## src/rtl/udp_pkg.sv

```systemverilog
// udp_pkg: shared definitions for the UDP transmit (and later receive) path.
//   IP_PROTO_UDP  : IP protocol number used in the checksum pseudo-header
//   UDP_HDR_LEN   : UDP header length in bytes
//   udp_state_e   : one-hot framer state encoding
//   csum_fold     : one ones'-complement end-around-carry folding step
package udp_pkg;

    localparam logic [7:0]  IP_PROTO_UDP = 8'd17;
    localparam logic [15:0] UDP_HDR_LEN  = 16'd8;

    typedef enum logic [7:0] {
        ST_IDLE  = 8'b0000_0001,
        ST_SCAN  = 8'b0000_0010,
        ST_DRAIN = 8'b0000_0100,
        ST_FOLD  = 8'b0000_1000,
        ST_REQ   = 8'b0001_0000,
        ST_HEAD  = 8'b0010_0000,
        ST_DATA  = 8'b0100_0000,
        ST_DONE  = 8'b1000_0000
    } udp_state_e;

    // Adds the upper carry half back into the lower 16 bits.
    function automatic logic [31:0] csum_fold(input logic [31:0] sum);
        return {16'h0000, sum[15:0]} + {16'h0000, sum[31:16]};
    endfunction

endpackage

```

## src/rtl/udp_csum_acc.sv

```systemverilog
// udp_csum_acc: 32-bit ones'-complement checksum accumulator.
//   clk, rst_n : clock, asynchronous active-low reset
//   clear      : load init_sum (start of a new checksum)
//   init_sum   : starting value (pseudo-header + header terms)
//   add_en     : add add_word into the accumulator
//   add_word   : 16-bit big-endian word
//   fold_en    : perform one fold step (two are needed after the last add)
//   csum       : ~sum[15:0], with 0x0000 sent as 0xFFFF; one clk behind acc
module udp_csum_acc
    import udp_pkg::*;
(
    input  logic        clk,
    input  logic        rst_n,
    input  logic        clear,
    input  logic [31:0] init_sum,
    input  logic        add_en,
    input  logic [15:0] add_word,
    input  logic        fold_en,
    output logic [15:0] csum
);

    logic [31:0] acc_r;
    logic [15:0] csum_r;
    logic [15:0] inv_s;

    assign inv_s = ~acc_r[15:0];
    assign csum  = csum_r;

    // Accumulator: clear has priority, then add, then fold.
    always_ff @(posedge clk or negedge rst_n) begin
        if (!rst_n) begin
            acc_r <= 32'h0000_0000;
        end else if (clear) begin
            acc_r <= init_sum;
        end else if (add_en) begin
            acc_r <= acc_r + {16'h0000, add_word};
        end else if (fold_en) begin
            acc_r <= csum_fold(acc_r);
        end
    end

    // Registered final checksum; a zero result is transmitted as all-ones.
    always_ff @(posedge clk or negedge rst_n) begin
        if (!rst_n) begin
            csum_r <= 16'h0000;
        end else begin
            csum_r <= (inv_s == 16'h0000) ? 16'hFFFF : inv_s;
        end
    end

endmodule

```

## src/rtl/udp_tx.sv

```systemverilog
// udp_tx: UDP transmit framer. Scans the staged payload once to build the
// checksum, requests the IP layer, then streams 8 header bytes + payload.
//   clk, rst_n            : clock, asynchronous active-low reset
//   send_start            : one-cycle start pulse (ignored while busy)
//   send_length           : payload length N
//   src_port, dst_port    : UDP ports
//   ip_src_addr/dst_addr  : pseudo-header addresses
//   ram_rd_addr/rd_data   : payload RAM port, 1 clk read latency
//   udp_tx_req/ip_tx_ack  : request to / grant from the IP layer
//   udp_tx_length         : N+8 while a frame is in progress
//   udp_tx_data/valid/last: byte stream
//   busy, done, len_error : status
module udp_tx
    import udp_pkg::*;
#(
    parameter int MAX_PAYLOAD = 1472,
    parameter int ADDR_W      = 11
) (
    input  logic              clk,
    input  logic              rst_n,
    input  logic              send_start,
    input  logic [15:0]       send_length,
    input  logic [15:0]       src_port,
    input  logic [15:0]       dst_port,
    input  logic [31:0]       ip_src_addr,
    input  logic [31:0]       ip_dst_addr,
    output logic [ADDR_W-1:0] ram_rd_addr,
    input  logic [7:0]        ram_rd_data,
    output logic              udp_tx_req,
    input  logic              ip_tx_ack,
    output logic [15:0]       udp_tx_length,
    output logic [7:0]        udp_tx_data,
    output logic              udp_tx_valid,
    output logic              udp_tx_last,
    output logic              busy,
    output logic              done,
    output logic              len_error
);

    localparam logic [15:0] MAX_LEN = 16'(MAX_PAYLOAD);

    udp_state_e state_r, state_nx;

    logic [15:0]       len_r, sport_r, dport_r, length_r, cnt_r;
    logic [ADDR_W-1:0] addr_r;
    logic              s1_r, s1_last_r, s2_r, s2_last_r, phase_r;
    logic [7:0]        hi_r, data_r;
    logic              req_r, valid_r, last_r, busy_r, done_r, err_r;

    logic [15:0]       length_nx, cnt_nx, emit_idx_s, emit_off_s;
    logic [ADDR_W-1:0] addr_nx;
    logic              s1_nx, s1_last_nx, req_nx, valid_nx, last_nx;
    logic              busy_nx, done_nx, err_nx, emit_s, accept_s, fold_s;
    logic [7:0]        data_nx;

    logic [15:0]       len8_s, addr16_s, last_idx_s, csum_s, word_s;
    logic [31:0]       init_sum_s;
    logic              len_ok_s, add_s;

    assign len8_s     = send_length + UDP_HDR_LEN;
    assign len_ok_s   = (send_length != 16'd0) && (send_length <= MAX_LEN);
    assign addr16_s   = {{(16-ADDR_W){1'b0}}, addr_r};
    assign last_idx_s = len_r + 16'd7;

    // Pseudo-header + header terms; the UDP length appears twice by definition.
    assign init_sum_s = {16'h0000, ip_src_addr[31:16]} + {16'h0000, ip_src_addr[15:0]}
                      + {16'h0000, ip_dst_addr[31:16]} + {16'h0000, ip_dst_addr[15:0]}
                      + {24'h000000, IP_PROTO_UDP} + {16'h0000, len8_s}
                      + {16'h0000, src_port} + {16'h0000, dst_port}
                      + {16'h0000, len8_s};

    // Bytes pair big-endian; an odd trailing byte is padded with zero.
    assign add_s  = s2_r && (phase_r || s2_last_r);
    assign word_s = phase_r ? {hi_r, ram_rd_data} : {ram_rd_data, 8'h00};

    udp_csum_acc u_csum (
        .clk      (clk),
        .rst_n    (rst_n),
        .clear    (accept_s),
        .init_sum (init_sum_s),
        .add_en   (add_s),
        .add_word (word_s),
        .fold_en  (fold_s),
        .csum     (csum_s)
    );

    // FSM state register.
    always_ff @(posedge clk or negedge rst_n) begin
        if (!rst_n) begin
            state_r <= ST_IDLE;
        end else begin
            state_r <= state_nx;
        end
    end

    // Next state and next values of every registered output.
    always_comb begin
        state_nx   = state_r;
        accept_s   = 1'b0;
        fold_s     = 1'b0;
        emit_s     = 1'b0;
        emit_idx_s = 16'd0;
        emit_off_s = 16'd0;
        addr_nx    = '0;
        s1_nx      = 1'b0;
        s1_last_nx = 1'b0;
        req_nx     = 1'b0;
        valid_nx   = 1'b0;
        last_nx    = 1'b0;
        data_nx    = 8'h00;
        done_nx    = 1'b0;
        err_nx     = 1'b0;
        busy_nx    = busy_r;
        length_nx  = length_r;
        cnt_nx     = cnt_r;
        case (state_r)
            ST_IDLE: begin
                busy_nx   = 1'b0;
                length_nx = 16'd0;
                // busy_r is still high during the done cycle; starts are ignored then.
                if (send_start && !busy_r) begin
                    if (len_ok_s) begin
                        accept_s   = 1'b1;
                        state_nx   = ST_SCAN;
                        busy_nx    = 1'b1;
                        length_nx  = len8_s;
                        s1_nx      = 1'b1;
                        s1_last_nx = (send_length == 16'd1);
                    end else begin
                        err_nx = 1'b1;
                    end
                end else begin
                    state_nx = ST_IDLE;
                end
            end
            ST_SCAN: begin
                if (addr16_s + 16'd1 == len_r) begin
                    state_nx = ST_DRAIN;
                end else begin
                    addr_nx    = addr_r + {{(ADDR_W-1){1'b0}}, 1'b1};
                    s1_nx      = 1'b1;
                    s1_last_nx = (addr16_s + 16'd2 == len_r);
                end
            end
            ST_DRAIN: begin
                cnt_nx = 16'd0;
                if (s2_r && s2_last_r) begin
                    state_nx = ST_FOLD;
                end else begin
                    state_nx = ST_DRAIN;
                end
            end
            ST_FOLD: begin
                fold_s = 1'b1;
                cnt_nx = cnt_r + 16'd1;
                if (cnt_r == 16'd1) begin
                    state_nx = ST_REQ;
                    req_nx   = 1'b1;
                end else begin
                    state_nx = ST_FOLD;
                end
            end
            ST_REQ: begin
                if (ip_tx_ack) begin
                    emit_s   = 1'b1;
                    state_nx = ST_HEAD;
                end else begin
                    req_nx = 1'b1;
                end
            end
            ST_HEAD, ST_DATA: begin
                emit_s     = 1'b1;
                emit_idx_s = cnt_r;
                if (cnt_r == last_idx_s) begin
                    state_nx = ST_DONE;
                end else if (cnt_r == 16'd7) begin
                    state_nx = ST_DATA;
                end else begin
                    state_nx = state_r;
                end
            end
            ST_DONE: begin
                done_nx  = 1'b1;
                state_nx = ST_IDLE;
            end
            default: begin
                state_nx = ST_IDLE;
            end
        endcase

        // Byte emission; payload address is issued 2 clk ahead of its byte slot.
        if (emit_s) begin
            valid_nx   = 1'b1;
            cnt_nx     = emit_idx_s + 16'd1;
            last_nx    = (emit_idx_s == last_idx_s);
            emit_off_s = emit_idx_s - 16'd6;
            if (emit_idx_s < 16'd8) begin
                case (emit_idx_s[2:0])
                    3'd0:    data_nx = sport_r[15:8];
                    3'd1:    data_nx = sport_r[7:0];
                    3'd2:    data_nx = dport_r[15:8];
                    3'd3:    data_nx = dport_r[7:0];
                    3'd4:    data_nx = length_r[15:8];
                    3'd5:    data_nx = length_r[7:0];
                    3'd6:    data_nx = csum_s[15:8];
                    3'd7:    data_nx = csum_s[7:0];
                    default: data_nx = 8'h00;
                endcase
            end else begin
                data_nx = ram_rd_data;
            end
            if ((emit_idx_s >= 16'd6) && (emit_off_s < len_r)) begin
                addr_nx = emit_off_s[ADDR_W-1:0];
            end else begin
                addr_nx = '0;
            end
        end else begin
            valid_nx = 1'b0;
        end
    end

    // Datapath and output registers.
    always_ff @(posedge clk or negedge rst_n) begin
        if (!rst_n) begin
            len_r     <= 16'd0;
            sport_r   <= 16'd0;
            dport_r   <= 16'd0;
            length_r  <= 16'd0;
            cnt_r     <= 16'd0;
            addr_r    <= '0;
            s1_r      <= 1'b0;
            s1_last_r <= 1'b0;
            s2_r      <= 1'b0;
            s2_last_r <= 1'b0;
            phase_r   <= 1'b0;
            hi_r      <= 8'h00;
            data_r    <= 8'h00;
            req_r     <= 1'b0;
            valid_r   <= 1'b0;
            last_r    <= 1'b0;
            busy_r    <= 1'b0;
            done_r    <= 1'b0;
            err_r     <= 1'b0;
        end else begin
            length_r  <= length_nx;
            cnt_r     <= cnt_nx;
            addr_r    <= addr_nx;
            s1_r      <= s1_nx;
            s1_last_r <= s1_last_nx;
            s2_r      <= s1_r;
            s2_last_r <= s1_last_r;
            data_r    <= data_nx;
            req_r     <= req_nx;
            valid_r   <= valid_nx;
            last_r    <= last_nx;
            busy_r    <= busy_nx;
            done_r    <= done_nx;
            err_r     <= err_nx;
            if (accept_s) begin
                len_r   <= send_length;
                sport_r <= src_port;
                dport_r <= dst_port;
                phase_r <= 1'b0;
            end else if (s2_r) begin
                if (!phase_r && !s2_last_r) begin
                    hi_r    <= ram_rd_data;
                    phase_r <= 1'b1;
                end else begin
                    phase_r <= 1'b0;
                end
            end
        end
    end

    assign ram_rd_addr   = addr_r;
    assign udp_tx_req    = req_r;
    assign udp_tx_length = length_r;
    assign udp_tx_data   = data_r;
    assign udp_tx_valid  = valid_r;
    assign udp_tx_last   = last_r;
    assign busy          = busy_r;
    assign done          = done_r;
    assign len_error     = err_r;

endmodule

```

## config.mk

```make
export PLATFORM = sky130hd
export DESIGN_NAME = udp_tx
export DESIGN_NICKNAME = d
export VERILOG_FILES = /design/src/rtl/udp_pkg.sv /design/src/rtl/udp_csum_acc.sv /design/src/rtl/udp_tx.sv
export SDC_FILE = /design/constraint.sdc
export NUM_CORES = 1
export LEC_CHECK = 0
export BUFFER_PORTS_ARGS = -buffer_cell sky130_fd_sc_hd__buf_2
export CAP_MARGIN = 15
export CORE_MARGIN = 2
export CORE_UTILIZATION = 40
export DETAILED_ROUTE_END_ITERATION = 6
export SYNTH_ARGS = -nofsm -noshare
export SYNTH_HDL_FRONTEND = slang
export SYNTH_SLANG_ARGS = --single-unit
```

## constraint.sdc

```tcl
create_clock -name clk -period 10.6 [get_ports clk]
set_input_delay 1.06 -clock clk [delete_from_list [all_inputs] [get_ports clk]]
set_output_delay 1.06 -clock clk [all_outputs]
set_load 0.005 [all_outputs]
```

==> impl_metrics.yaml <==
critical_path:
  worst-path-max-fanout: 4
  end_kind: "register"
  cp_cell_sequence: "buf_2 > inv_1 > fa_1 > inv_1 > fa_1 > fa_1 > inv_1 > fa_1 > inv_1 > ha_1 > inv_1 > fa_1 > nor2b_1 > o31a_1 > o2111ai_1 > nand2_1 > o41ai_1 > xor2_1 > nor2_1 > o221a_2"
  timing.critical_path.arrival_ps: 5860
  critical-path-slowest-cell: "o41ai_1"
  critPathLaunchType: "primary input"
  worst_path_dominant_cell_family: "adder cells"
  critical_path_buf_inv_count: 6
  crit_type: "primary input to register"
  required_time_of_the_critical_path_ps: 10940
  worst_path_largest_cell_delay_ps: 620
logic_synthesis:
  muxShareOfSynthArea_pct: 1.88
  per_instance_average_area_after_synthesis_um2: 8.43
  synth_xor_xnor_area_share_pct: 6.10
  mappedNetlistNets: 2141
  ys.warnings.count: 0
  synthCells: 1838
  synth_enable_flop_cells: 0
  post_synth_num_cell_types: 88
  synth_top_family_by_area: "compound AO/OA/AOI/OAI gates"
  post_synth_and_or_nand_nor_area_fraction_pct: 18.3
  post_synth_adder_cell_area_pct: 18.3
  post_synth_top_flop: "dfrtp_1"
  netlist_area_um2: 15500
  async_reset_ff_share_pct: 100
  synth-compound-area-share_pct: 18.5
  synth.ff_latch_count: 174
  yosysSeqAreaShare_pct: 28.1
floorplan:
  fp-row-count: 72
  die-area_um2: 40300
  ioPinCount: 165
  die_width_um: 201
  core_um2: 38500
  die_h_um: 201
  initial_utilization_pct: 40.3
layout:
  finalNetCount: 2257
  layout_commonest_cell: "inv_1"
  final_layout_size_suffix_gt1_share_pct: 13.7
  n_antenna_cell: 0
  area.sequential_um2: 4360
  layout-area-overhead-vs-synth_pct: 11.8
  fillerInstances: 3857
  stdcell_area_um2: 17300
  layout.cells.non_filler: 2484
  mostFrequentLayoutCells: "inv_1, nand2_1, dfrtp_1"
  multi_input_area_um2: 9790
clock_tree:
  worst_skew_pair.late_latency_ps: 450
  post_cts_setup_driven_buffer_insertion_count: 0
  cts_num_sinks: 174
  tritoncts: "yes"
  clk_transition_reported_paths_ps: 80
  cts.htree.levels: 4
  clockBufferDepth: 2
  cts_made_buffers: 17
  cts.hold.buffers_added: 0
  cts_resized: 0
  cts.root.buffer_cell: "clkbuf_16"
placement:
  dp_worst_setup_slack_ps: 4640
  dpl-instance-area_um2: 16700
  port_buffers: 164
  placed_cells: 2452
  half_perimeter_wire_length_after_detailed_placement_um: 38800
  gp_congestion: 0.927
timing:
  timing_hold_violations_final: 0
  skew_ps: 17.5
  final.hold.worst_slack_ps: 353
  final_max_slew_viol_count: 0
  unrepaired_setup_endpoints_after_global_routing: "false"
  final_critical_path_setup_slack_ps: 5080
  fmaxAchievable_mhz: 181
  min_period_ps: 5520
  tns_ps: 0
  worst_slew_margin_rel_pct: 25.9
  max_slew.worst_pin.slew_ps: 1100
  min_period_over_period_pct: 52.1
  setup_violations: 0
outcome:
  status: "complete, no violations"
worst_hold_path:
  hold_class: "register to register"
global_route:
  overall_overflow_remaining_after_global_route: 0
  antenna_found_initial: 1
  grt_max_degree: 79
  grt_pass1_wl_um: 77300
  global_router_s_overall_resource_usage_pct: 24.6
  vias_in_the_first_global_route: 13800
routing:
  detailroute.via_count: 13800
  drt_iter0_markers: 911
  routedWlPerCell_um: 19.7
  post-route-drc-count: 0
  drtAntennaViolNets: 0
  drtPass1Iterations: 7
  drt-total-wl_um: 48800
  via_per_inst: 5.56
power_and_ir_drop:
  worst_ir_drop_vdd_mv: 0.140
  p_per_area_nw_per_um2: 196
  cellLeakagePower_nw: 8.39
run:
  cap_viol_max_count: 0
==> report_power, final <==
group	leakage (nW)	internal [mW]	switching (mW)
Clock	0.278	0.353	0.307
Combinational	5.92	0.747	1.09
Sequential	2.20	0.753	0.144
==> synth_stat cells (5+ instances only) <==
cell type	instances	share of area (%)
ha_1	99	8.0
or2_2	11	0.44
nand2b_1	9	0.36
o21ai_0	135	4.4
xor2_1	31	1.8
buf_1	6	0.15
and2_1	21	0.85
nand3_1	52	1.7
nor4_2	5	0.40
nor4_1	13	0.52
clkbuf_1	56	1.4
xnor2_1	70	4.0
o31ai_1	10	0.48
nand4_1	31	1.3
o221ai_1	6	0.34
a221o_1	5	0.32
dfrtp_1	173	28
and4_1	5	0.28
buf_2	14	0.45
mux2_2	25	1.8
nor3_1	36	1.2
a31o_2	6	0.34
a21o_1	15	0.73
o22ai_1	13	0.52
a211oi_1	20	0.97
a222oi_1	9	0.58
or4_1	11	0.53
nand2_1	179	4.3
nor2b_1	16	0.65
fa_1	80	10
o21a_1	12	0.58
a21oi_1	70	2.3
and3_1	15	0.61
o2bb2ai_1	5	0.28
a22o_1	14	0.79
o211ai_1	16	0.78
a31oi_1	28	1.1
or3_1	18	0.73
inv_1	272	6.6
nor2_1	125	3.0
a22oi_1	9	0.44
==> per-stage QoR <==
step | utilization [%] | total power, mW
2_1_floorplan | - | 2.19
3_3_place_gp | 43.5 | 2.72
3_5_place_dp | 43.5 | 2.73
4_1_cts | 45.0 | 3.40
5_1_grt | 45.0 | 3.66
6_report | 45.0 | 3.39
==> registers in the layout, summed over array words and instances, names as in the netlist, 11 cells and up <==
name	cells
u_csum.acc_r	32
dport_r	16
u_csum.csum	16
len_r	16
sport_r	16
cnt_r	16
ram_rd_addr	11
udp_tx_length	16
==> layer usage <==
layer  vias to the layer above  GRT usage [%]  wire length [um]
met5                         -              0                 0
met4                         0           9.87              1810
met3                        79           3.04              2250
met2                       443           41.9             23800
met1                      6730           32.0             20900
li1                       6556              -                 -
==> final timing paths <==
kind,end,depth (start not counted),slack (ps),from
worst min register to register,s2_r,0,350,s1_r
max in group asynchronous,udp_tx_data[6],3,7960,rst_n
min in group asynchronous,ram_rd_addr[10],1,610,rst_n
worst max-delay path,u_csum.acc_r[16],20,5080,send_length[1]
worst max register to register,ram_rd_addr[6],16,5190,state_r[3]
worst min-delay path,s2_r,0,350,s1_r
==> logic make-up (layout without fill, tap and decap cells) <==
family | Yosys count | in the layout
mux | 26 | 26
buf+inv | 353 | 481
fa+ha+maj | 179 | 179
compound gates | 432 | 432
simple gates | 570 | 570
flops | 174 | 174
xor+xnor | 104 | 104
==> area by class of cell <==
type,instances,share of cell area [%]
multi-input combinational,1311,56.5
timing repair buffer,175,5.27
sequential,174,25.1
inverter,275,5.96
clock buffer,18,2.48
tap,518,3.74
clock inverter,13,0.889
Note: power is estimated with default switching activity, not from simulation.
